**src/rtl/ps2_pkg.sv**
```systemverilog
// ps2_pkg: shared state encodings, PS/2 reply codes and error codes for the command queue.
package ps2_pkg;
  localparam logic [2:0] S_IDLE  = 3'd0;
  localparam logic [2:0] S_SEND  = 3'd1;
  localparam logic [2:0] S_START = 3'd2;
  localparam logic [2:0] S_XMIT  = 3'd3;
  localparam logic [2:0] S_ACK   = 3'd4;
  localparam logic [7:0] PS2_ACK    = 8'hFA;
  localparam logic [7:0] PS2_RESEND = 8'hFE;
  typedef enum logic [1:0] {ERR_NONE, ERR_START, ERR_NAK, ERR_ACK} err_e;
  function automatic int max2(input int a, input int b);
    return a > b ? a : b;
  endfunction
endpackage

```
**src/rtl/ps2_fifo.sv**
```systemverilog
// ps2_fifo: DEPTH x 8 synchronous FIFO; a push into a full FIFO succeeds only alongside a pop.
module ps2_fifo #(
  parameter int DEPTH = 4
) (
  input  logic       clk_i,
  input  logic       reset_i,
  input  logic       push_i,
  input  logic       pop_i,
  input  logic [7:0] data_i,
  output logic [7:0] head_o,
  output logic       full_o,
  output logic       empty_o
);
  localparam int AW = $clog2(DEPTH);
  logic [7:0] mem_q [DEPTH];
  logic [AW:0] wr_q, rd_q;
  logic do_push, do_pop;
  assign full_o  = (wr_q[AW] != rd_q[AW]) && (wr_q[AW-1:0] == rd_q[AW-1:0]);
  assign empty_o = wr_q == rd_q;
  assign do_pop  = pop_i && !empty_o;
  assign do_push = push_i && (!full_o || do_pop);
  assign head_o  = mem_q[rd_q[AW-1:0]];
  always_ff @(posedge clk_i or posedge reset_i) begin
    if (reset_i) begin
      wr_q <= '0;
      rd_q <= '0;
    end else begin
      wr_q <= wr_q + (AW+1)'(do_push);
      rd_q <= rd_q + (AW+1)'(do_pop);
    end
  end
  always_ff @(posedge clk_i) begin
    if (do_push) mem_q[wr_q[AW-1:0]] <= data_i;
  end
endmodule

```
**src/rtl/ps2_cmd_queue.sv**
```systemverilog
// ps2_cmd_queue: queues host command bytes and feeds them one at a time to ps2_send, waiting for each 0xFA ACK.
// Define PS2_RESEND_EN to retry a byte on 0xFE (up to MAX_RETRY times) instead of flagging an error.
module ps2_cmd_queue
  import ps2_pkg::*;
#(
  parameter int DEPTH       = 4,
  parameter int ACK_TIMEOUT = 250000,
  parameter int START_WAIT  = 8
`ifdef PS2_RESEND_EN
  , parameter int MAX_RETRY = 3
`endif
) (
  input  logic       clk_i,
  input  logic       reset_i,
  input  logic       wr_i,
  input  logic [7:0] wr_data_i,
  output logic       full_o,
  output logic       empty_o,
  output logic       tx_send_o,
  output logic [7:0] tx_code_o,
  input  logic       tx_busy_i,
  input  logic       tx_rdy_i,
  input  logic       rx_strobe_i,
  input  logic [7:0] rx_code_i,
  output logic       err_o,
  output logic [1:0] err_code_o,
  input  logic       err_clr_i
);
  localparam int TW = $clog2(max2(ACK_TIMEOUT, START_WAIT) + 1);
  logic [2:0] state_q, state_d;
  logic [7:0] code_q, code_d, head;
  logic [TW-1:0] timer_q, timer_d;
  logic err_q, err_d, set_err, pop, fifo_empty;
  logic [1:0] err_code_q, err_code_d, new_code;
`ifdef PS2_RESEND_EN
  localparam int RW = $clog2(MAX_RETRY + 1);
  logic [RW-1:0] retry_q, retry_d;
`endif
  ps2_fifo #(.DEPTH(DEPTH)) u_fifo (
    .clk_i   (clk_i),
    .reset_i (reset_i),
    .push_i  (wr_i),
    .pop_i   (pop),
    .data_i  (wr_data_i),
    .head_o  (head),
    .full_o  (full_o),
    .empty_o (fifo_empty)
  );
  // The in-flight byte stays at the FIFO head until it completes, so an empty FIFO means nothing in flight.
  assign empty_o    = fifo_empty;
  assign tx_send_o  = state_q == S_SEND;
  assign tx_code_o  = code_q;
  assign err_o      = err_q;
  assign err_code_o = err_code_q;
  always_comb begin
    state_d  = state_q;
    code_d   = code_q;
    timer_d  = timer_q + TW'(timer_q != '1);
    set_err  = 1'b0;
    new_code = ERR_NONE;
    pop      = 1'b0;
`ifdef PS2_RESEND_EN
    retry_d  = retry_q;
`endif
    case (state_q)
      S_IDLE: begin
        timer_d = '0;
        if (!fifo_empty) begin
          code_d  = head;
          state_d = S_SEND;
        end
      end
      S_SEND: begin
        timer_d = '0;
        state_d = S_START;
      end
      S_START: begin
        if (tx_busy_i) state_d = S_XMIT;
        else if (timer_q == TW'(START_WAIT - 1)) begin
          set_err  = 1'b1;
          new_code = ERR_START;
        end
      end
      S_XMIT: begin
        timer_d = '0;
        if (!tx_busy_i) begin
          state_d  = S_ACK;
          set_err  = !tx_rdy_i;
          new_code = ERR_NAK;
        end
      end
      S_ACK: begin
        if (rx_strobe_i && rx_code_i == PS2_ACK) begin
          pop     = 1'b1;
          state_d = S_IDLE;
        end else if (rx_strobe_i && rx_code_i == PS2_RESEND) begin
`ifdef PS2_RESEND_EN
          if (retry_q < RW'(MAX_RETRY)) begin
            retry_d = retry_q + 1'b1;
            code_d  = head;
            state_d = S_SEND;
          end else begin
            set_err  = 1'b1;
            new_code = ERR_ACK;
          end
`else
          set_err  = 1'b1;
          new_code = ERR_ACK;
`endif
        end else if (timer_q == TW'(ACK_TIMEOUT)) begin
          set_err  = 1'b1;
          new_code = ERR_ACK;
        end
      end
      default: state_d = S_IDLE;
    endcase
    // Every error abandons the current byte and moves on to the next one.
    if (set_err) begin
      pop     = 1'b1;
      state_d = S_IDLE;
    end
`ifdef PS2_RESEND_EN
    if (pop) retry_d = '0;
`endif
    err_d      = set_err || (err_q && !err_clr_i);
    err_code_d = set_err ? new_code : err_clr_i ? ERR_NONE : err_code_q;
  end
  always_ff @(posedge clk_i or posedge reset_i) begin
    if (reset_i) begin
      state_q    <= S_IDLE;
      code_q     <= '0;
      timer_q    <= '0;
      err_q      <= 1'b0;
      err_code_q <= ERR_NONE;
`ifdef PS2_RESEND_EN
      retry_q    <= '0;
`endif
    end else begin
      state_q    <= state_d;
      code_q     <= code_d;
      timer_q    <= timer_d;
      err_q      <= err_d;
      err_code_q <= err_code_d;
`ifdef PS2_RESEND_EN
      retry_q    <= retry_d;
`endif
    end
  end
endmodule

```
**config.mk**
```make
export PLATFORM = sky130hd
export DESIGN_NAME = ps2_cmd_queue
export DESIGN_NICKNAME = d
export VERILOG_FILES = /design/src/rtl/ps2_pkg.sv /design/src/rtl/ps2_fifo.sv /design/src/rtl/ps2_cmd_queue.sv
export SDC_FILE = /design/constraint.sdc
export NUM_CORES = 1
export LEC_CHECK = 0
export CORE_ASPECT_RATIO = 0.9
export CORE_UTILIZATION = 40
export DETAILED_ROUTE_END_ITERATION = 8
export PLACE_DENSITY_LB_ADDON = 0.25
export SLEW_MARGIN = 0
export SYNTH_ARGS = -nofsm -noshare
export SYNTH_HDL_FRONTEND = slang
export SYNTH_SLANG_ARGS = --single-unit
```
**constraint.sdc**
```tcl
create_clock -name clk_i -period 3.9 [get_ports clk_i]
set_clock_uncertainty 0.2 [all_clocks]
set_input_delay 0.585 -clock clk_i [delete_from_list [all_inputs] [get_ports clk_i]]
set_output_delay 0.585 -clock clk_i [all_outputs]
set_load 0.005 [all_outputs]
```
==> results of run 1 <==
==> layout make-up <==
cell class              count  area, µm²
inverters                   2       7.51
well taps                  96        120
repair buffers             42        405
flip-flops and latches     70       1910
fillers                   671       3790
clock inverters             5       60.1
multi-input cells         145       1200
clock buffers              10        128
==> synthesized netlist by cell type, types with 2 or more instances <==
cell type   n
dfrtp_1    38
edfxtp_1   32
nor2_1     21
nand2_1    15
xor2_1     12
mux2_4      8
mux4_1      8
a21oi_1     7
xnor2_1     7
ha_1        6
nand3_1     6
nand4_1     5
o21ai_0     5
nor3_1      4
or3_1       4
and3_1      3
buf_4       3
nand2b_1    3
nor2b_1     3
nor4_1      3
or4_1       3
buf_6       2
inv_1       2
nand4b_1    2
nor3_2      2
nor3b_1     2
nor4_4      2
nor4b_1     2
==> path summary, 6_finish.rpt <==
path,startpoint,endpoint,cells after the start
setup / recovery,u_fifo.rd_q[0],empty_o,4
hold / removal,err_o,err_o,2
setup reg to reg,timer_q[4],timer_q[16],9
hold reg to reg,err_o,err_o,2
max in group asynchronous,reset_i,u_fifo.wr_q[2],3
min in group asynchronous,reset_i,tx_code_o[2],3
==> power by group through the flow <==
stage | Clock (W) | Sequential [W] | Combinational (W)
2_1_floorplan | 0 | 0.00107 | 0.000568
3_3_place_gp | 0 | 0.00113 | 0.000789
3_5_place_dp | 0 | 0.00113 | 0.000800
4_1_cts | 0.000581 | 0.00112 | 0.000803
5_1_grt | 0.000607 | 0.00114 | 0.000873
6_report | 0.000557 | 0.00111 | 0.000786
==> through the flow <==
step | setup slack [ns] | utilization (%)
after floorplan | 1.03 | -
after global placement | 1.04 | 47.8
after detailed placement | 0.960 | 47.8
after CTS | 1.09 | 50.2
after global routing | 1.01 | 50.2
final | 1.16 | 50.2
==> layer usage <==
metal / global-route usage (%) / share of wire, %
met1: 20.1 / 48
met2: 22.6 / 46
met3: 4.82 / 3.9
met4: 8.41 / 2.2
met5: 0 / 0
==> worst max-delay path, stage by stage (launching register included) <==
cell,delay (ns)
dfrtp_1,0.64
xnor2_1,0.19
nand2_2,0.11
nor2_2,0.15
clkdlybuf4s50_1,0.52
==> flip-flops by register name (all words and copies together) (netlist names) <==
signal / flops
u_fifo.mem_q: 32
u_fifo.wr_q: 3
err_code_o: 2
err_o: 1
u_fifo.rd_q: 3
tx_code_o: 8
state_q: 3
timer_q: 18
==> layout by cell type (no fill, tap or decap), drive strengths merged <==
cell,instances
a2111o,1
a21oi,7
and3,3
and4,2
buf,6
bufinv,1
clkbuf,10
clkdlybuf4s50,36
clkinv,2
clkinvlp,1
dfrtp,38
edfxtp,32
ha,6
inv,3
mux2,8
mux4,8
nand2,16
nand2b,3
nand3,6
nand3b,1
nand4,5
nand4b,2
nor2,22
nor2b,3
nor3,6
nor3b,3
nor4,6
nor4b,2
nor4bb,1
o211a,1
o21ai,5
o31ai,1
or3,4
or3b,1
or4,3
xnor2,7
xor2,12
==> kinds of logic after synthesis <==
| kind of cell | count (synthesis) | share of synthesized area [%] |
|---|---|---|
| adder cells (fa/ha/maj) | 6 | 2.37 |
| buffers and inverters | 9 | 1.93 |
| XOR/XNOR | 19 | 5.25 |
| multiplexers | 16 | 10.4 |
| flip-flops | 70 | 60.3 |
| AO/OA/AOI/OAI | 15 | 2.80 |
| AND/OR/NAND/NOR | 89 | 16.9 |
==> results.ini, run 1 <==
[drt]
avgViaCountPerCell = 5.07
ant_nets = 0
route.detailed.drc = 0
wl_um = 5440
first_pass_iters = 4
wl_per_cell_um = 14.7
num_vias = 1876
first_iter_violations = 51

[global_route]
grt_use_total_pct = 15.3
grt_max_degree = 39
grt_pass1_wl_um = 9160
antenna_found_initial = 0
grt_pass1_vias = 1844
grt_overflow = 0

[setup_path]
worstPathRequired_ns = 3.12
start_kind = flip-flop
critical_path_class = reg2out
worstPathMaxFanout = 10
critPathArrivalTime_ns = 1.95
worst-r2r-setup-slack_ns = 1.18
endpoint_kind = output port

[final_layout]
fin_area_um2 = 3830
fin_cells = 370
diodes = 0
drive_above_1_share_pct = 13.5
syn2layout_area_growth_pct = 20.8
nets = 299

[power_and_ir_drop]
power_density_nw_per_um2 = 641
sequentialPowerShare_pct = 45.3
p_sw_w = 0.000739
swShare_pct = 30.1
power_frac_comb_pct = 32.0
p_int_w = 0.00171
p_leak_nw = 1.50
peakVddDrop_uv = 234
p_total_w = 0.00245
clkPwrFrac_pct = 22.7

[worst_hold_path]
hold_class = reg2reg

[clocking]
cts_buffers = 9
insertion_delay_ns = 0.35
cts_tree = done
clk_path_buf_depth = 2
cts_resized = 0
h-tree-depth = 3
post_cts_buffers = 0
clk_pin_slew_ns = 0.08
cts_root_buf = clkbuf_8
holdBufCountCts = 0
cts_sinks = 70

[logic_synthesis]
yosysWarnings = 0
async_flop_share_pct = 54.3
synth_area_leaders = edfxtp_1 (30%), dfrtp_1 (30%), mux4_1 (6.6%)
yosysUniqueCellTypes = 42
syn-num-nets = 253
synth_edf_count = 32
synth_top_area_cell = edfxtp_1
synth_top_flop_cell = dfrtp_1
ys_seq_elements = 70
ys_seq_area_share_pct = 60.3
syn_inst = 224
syn-cell-area_um2 = 3170
avgSynthCellArea_um2 = 14.1
yosysTopAreaCellShare_pct = 30.3

[placed_design]
globalplace.congestion = 0.770
dpl_cell_area_um2 = 3640
hpwl_um = 3940
io_buffer_count = 36
placed_cells = 355

[sta]
worst_pin_slew_ns = 0.494
grt_setup_unrepaired = false
hold_viol = 0
tns_ns = 0
slew_headroom_pct = 66.8
fin_crit_sh_pct = 70.2
slew_viol_final = 0
hold_ws_ns = 0.307
setup_viol = 0
fmax_mhz = 365
period_needed_ns = 2.74

[floorplan]
die_w_um = 95.8
initial_core_util_pct = 41.6
die_h_um = 86.4
ios = 37
rows = 30
fp.coreArea_um2 = 7620
die_area_um2 = 8280

[run_status]
status = complete, no violations

[job]
drv_cap = 0

No activity file was read; power rests on OpenSTA's default activity.
==> inputs of run 2 (changes only) <==
- clock period: 3.9 -> 2.7 ns (I/O delays scaled with it)
==> results.ini, run 2 (same netlist as run 1, synthesis figures left out) <==
[run_status]
status = complete, no violations

[sta]
worst_pin_slew_ns = 0.593  ; +0.0986 ns
setup_viol = 0  ; unchanged
tns_ns = 0  ; unchanged
hold_ws_ns = 0.286  ; -0.0210 ns
hold_viol = 0  ; unchanged
grt_setup_unrepaired = false
fin_crit_sh_pct = 94.7
slew_viol_final = 0  ; unchanged
slew_headroom_pct = 60.2  ; -6.6 points
fmax_mhz = 391
period_needed_ns = 2.56

[worst_hold_path]
hold_class = in2async

[global_route]
grt_pass1_vias = 1876  ; +1.7%
grt_pass1_wl_um = 9110  ; -0.46%
grt_max_degree = 39  ; unchanged
grt_overflow = 0  ; unchanged
grt_use_total_pct = 15.0  ; -0.37 points
antenna_found_initial = 0  ; unchanged

[floorplan]
die_area_um2 = 8280  ; unchanged
ios = 37  ; unchanged
die_w_um = 95.8  ; unchanged
fp.coreArea_um2 = 7620  ; unchanged
rows = 30  ; unchanged
initial_core_util_pct = 41.6  ; unchanged
die_h_um = 86.4  ; unchanged

[placed_design]
globalplace.congestion = 0.772  ; +0.27%
io_buffer_count = 36  ; unchanged
hpwl_um = 4090  ; +3.8%
placed_cells = 367  ; +3.4%
dpl_cell_area_um2 = 3740  ; +2.8%

[setup_path]
worst-r2r-setup-slack_ns = 0.14  ; -1.04 ns
critical_path_class = reg2reg
reg2reg_depth = 10  ; +1
critPathArrivalTime_ns = 2.57  ; +0.62 ns
worstPathMaxFanout = 3  ; -7
crit_end = timer_q[16]
worstPathRequired_ns = 2.72  ; -0.40 ns
endpoint_kind = flip-flop
start_kind = flip-flop
rr_startpoint = timer_q[17]
crit_start = timer_q[17]
r2r_end = timer_q[16]

[clocking]
cts_root_buf = clkbuf_8
h-tree-depth = 3  ; unchanged
cts_buffers = 9  ; unchanged
clk_path_buf_depth = 2  ; unchanged
clk_pin_slew_ns = 0.07  ; about the same
cts_sinks = 70  ; unchanged
holdBufCountCts = 0  ; unchanged
cts_tree = done
insertion_delay_ns = 0.33  ; -0.02 ns

[drt]
wl_um = 5650  ; +3.8%
first_pass_iters = 4  ; unchanged
wl_per_cell_um = 14.7  ; +0.28%
route.detailed.drc = 0  ; unchanged
num_vias = 1946  ; +3.7%
first_iter_violations = 76  ; +49%
avgViaCountPerCell = 5.08  ; +0.21%
ant_nets = 0  ; unchanged

[final_layout]
nets = 311  ; +4.0%
mostFrequentLayoutCell = dfrtp_1
largest_register_ffs = 32  ; unchanged
drive_above_1_share_pct = 18.8  ; +5.3 points
fin_cells = 383  ; +3.5%
fin_util_pct = 51.8  ; +1.5 points
diodes = 0  ; unchanged
syn2layout_area_growth_pct = 24.5
fin_area_um2 = 3950  ; +3.0%
final_cell_mix = dfrtp_1 (38), clkdlybuf4s50_1 (36), edfxtp_1 (32), nor2_1 (21), buf_4 (18)

[power_and_ir_drop]
p_leak_nw = 1.55  ; +3.7%
power_density_nw_per_um2 = 917  ; +43%
peakVddDrop_uv = 419  ; +79%

[job]
drv_cap = 0  ; unchanged

-- run 2: cell types whose count changed in the layout (fill, tap and decap cells not counted), sizes merged --
| cell | change |
|---|---|
| clkbuf | -1 |
| buf | +12 |
| clkinv | -1 |
| clkinvlp | +3 |
-- run 2: how the worst min path moves through the flow --
stage / endpoint / slack [ns] / from
floorplan: state_q[0] / 0.28 / state_q[2]
global placement: err_o / 0.29 / err_o
detailed placement: err_o / 0.30 / err_o
CTS: u_fifo.rd_q[1] / 0.29 / reset_i
global route: tx_code_o[5] / 0.33 / reset_i
finish: tx_code_o[5] / 0.29 / reset_i
-- run 2: stage by stage --
step | setup WS, ns | total power [W]
floorplan | 0.0806 | 0.00238
global placement | 0.0468 | 0.00282
detailed placement | -0.00687 | 0.00285
CTS | 0.112 | 0.00367
global route | 0.00624 | 0.00384
finish | 0.143 | 0.00362
-- run 2: report_power, final --
part | switching (W) | internal, W | total (W)
Combinational | 0.000532 | 0.000706 | 0.00124
Sequential | 0.000174 | 0.00139 | 0.00156
Clock | 0.000389 | 0.000426 | 0.000815
-- run 2: cell type report --
type | count | area (µm²)
Sequential cell | 70 | 1910
Timing Repair Buffer | 54 | 495
Clock inverter | 7 | 72.6
Tap cell | 96 | 120
Clock buffer | 9 | 124
Inverter | 2 | 7.51
Multi-Input combinational cell | 145 | 1210
Fill cell | 662 | 3670
-- run 2: repair_timing --
action | CTS | global route
endpoints found under the hold margin | 0 | 0
setup endpoints to repair | 0 | 3
buffers inserted | 0 | 0
gates resized for setup | 0 | 2
-- run 2: per-layer routing --
layer  part of all wire [%]  track usage, %  up-vias  routed length, µm
met4                   0.97            5.43        0                 55
met5                      0               0        -                  0
met1                     49            19.4      959               2790
met2                     47            23.2       26               2630
li1                       -               -      957                  -
met3                    2.9            5.26        4                162
-- run 2: worst max-delay path, stage by stage (launching register included) --
cell and delay, ns:
dfrtp_1 0.39, and4_4 0.23, nand4_1 0.08, or4_1 0.49
ha_1 0.23, ha_1 0.21, nand3_1 0.15, nor3_1 0.11
nand4_1 0.13, xor2_1 0.16, nor2_1 0.05
==> inputs of run 3 (changes only) <==
- CAP_MARGIN: unset -> 20
==> results of run 3 <==
The final DEF is identical to that of run 2; final timing and power are the same.
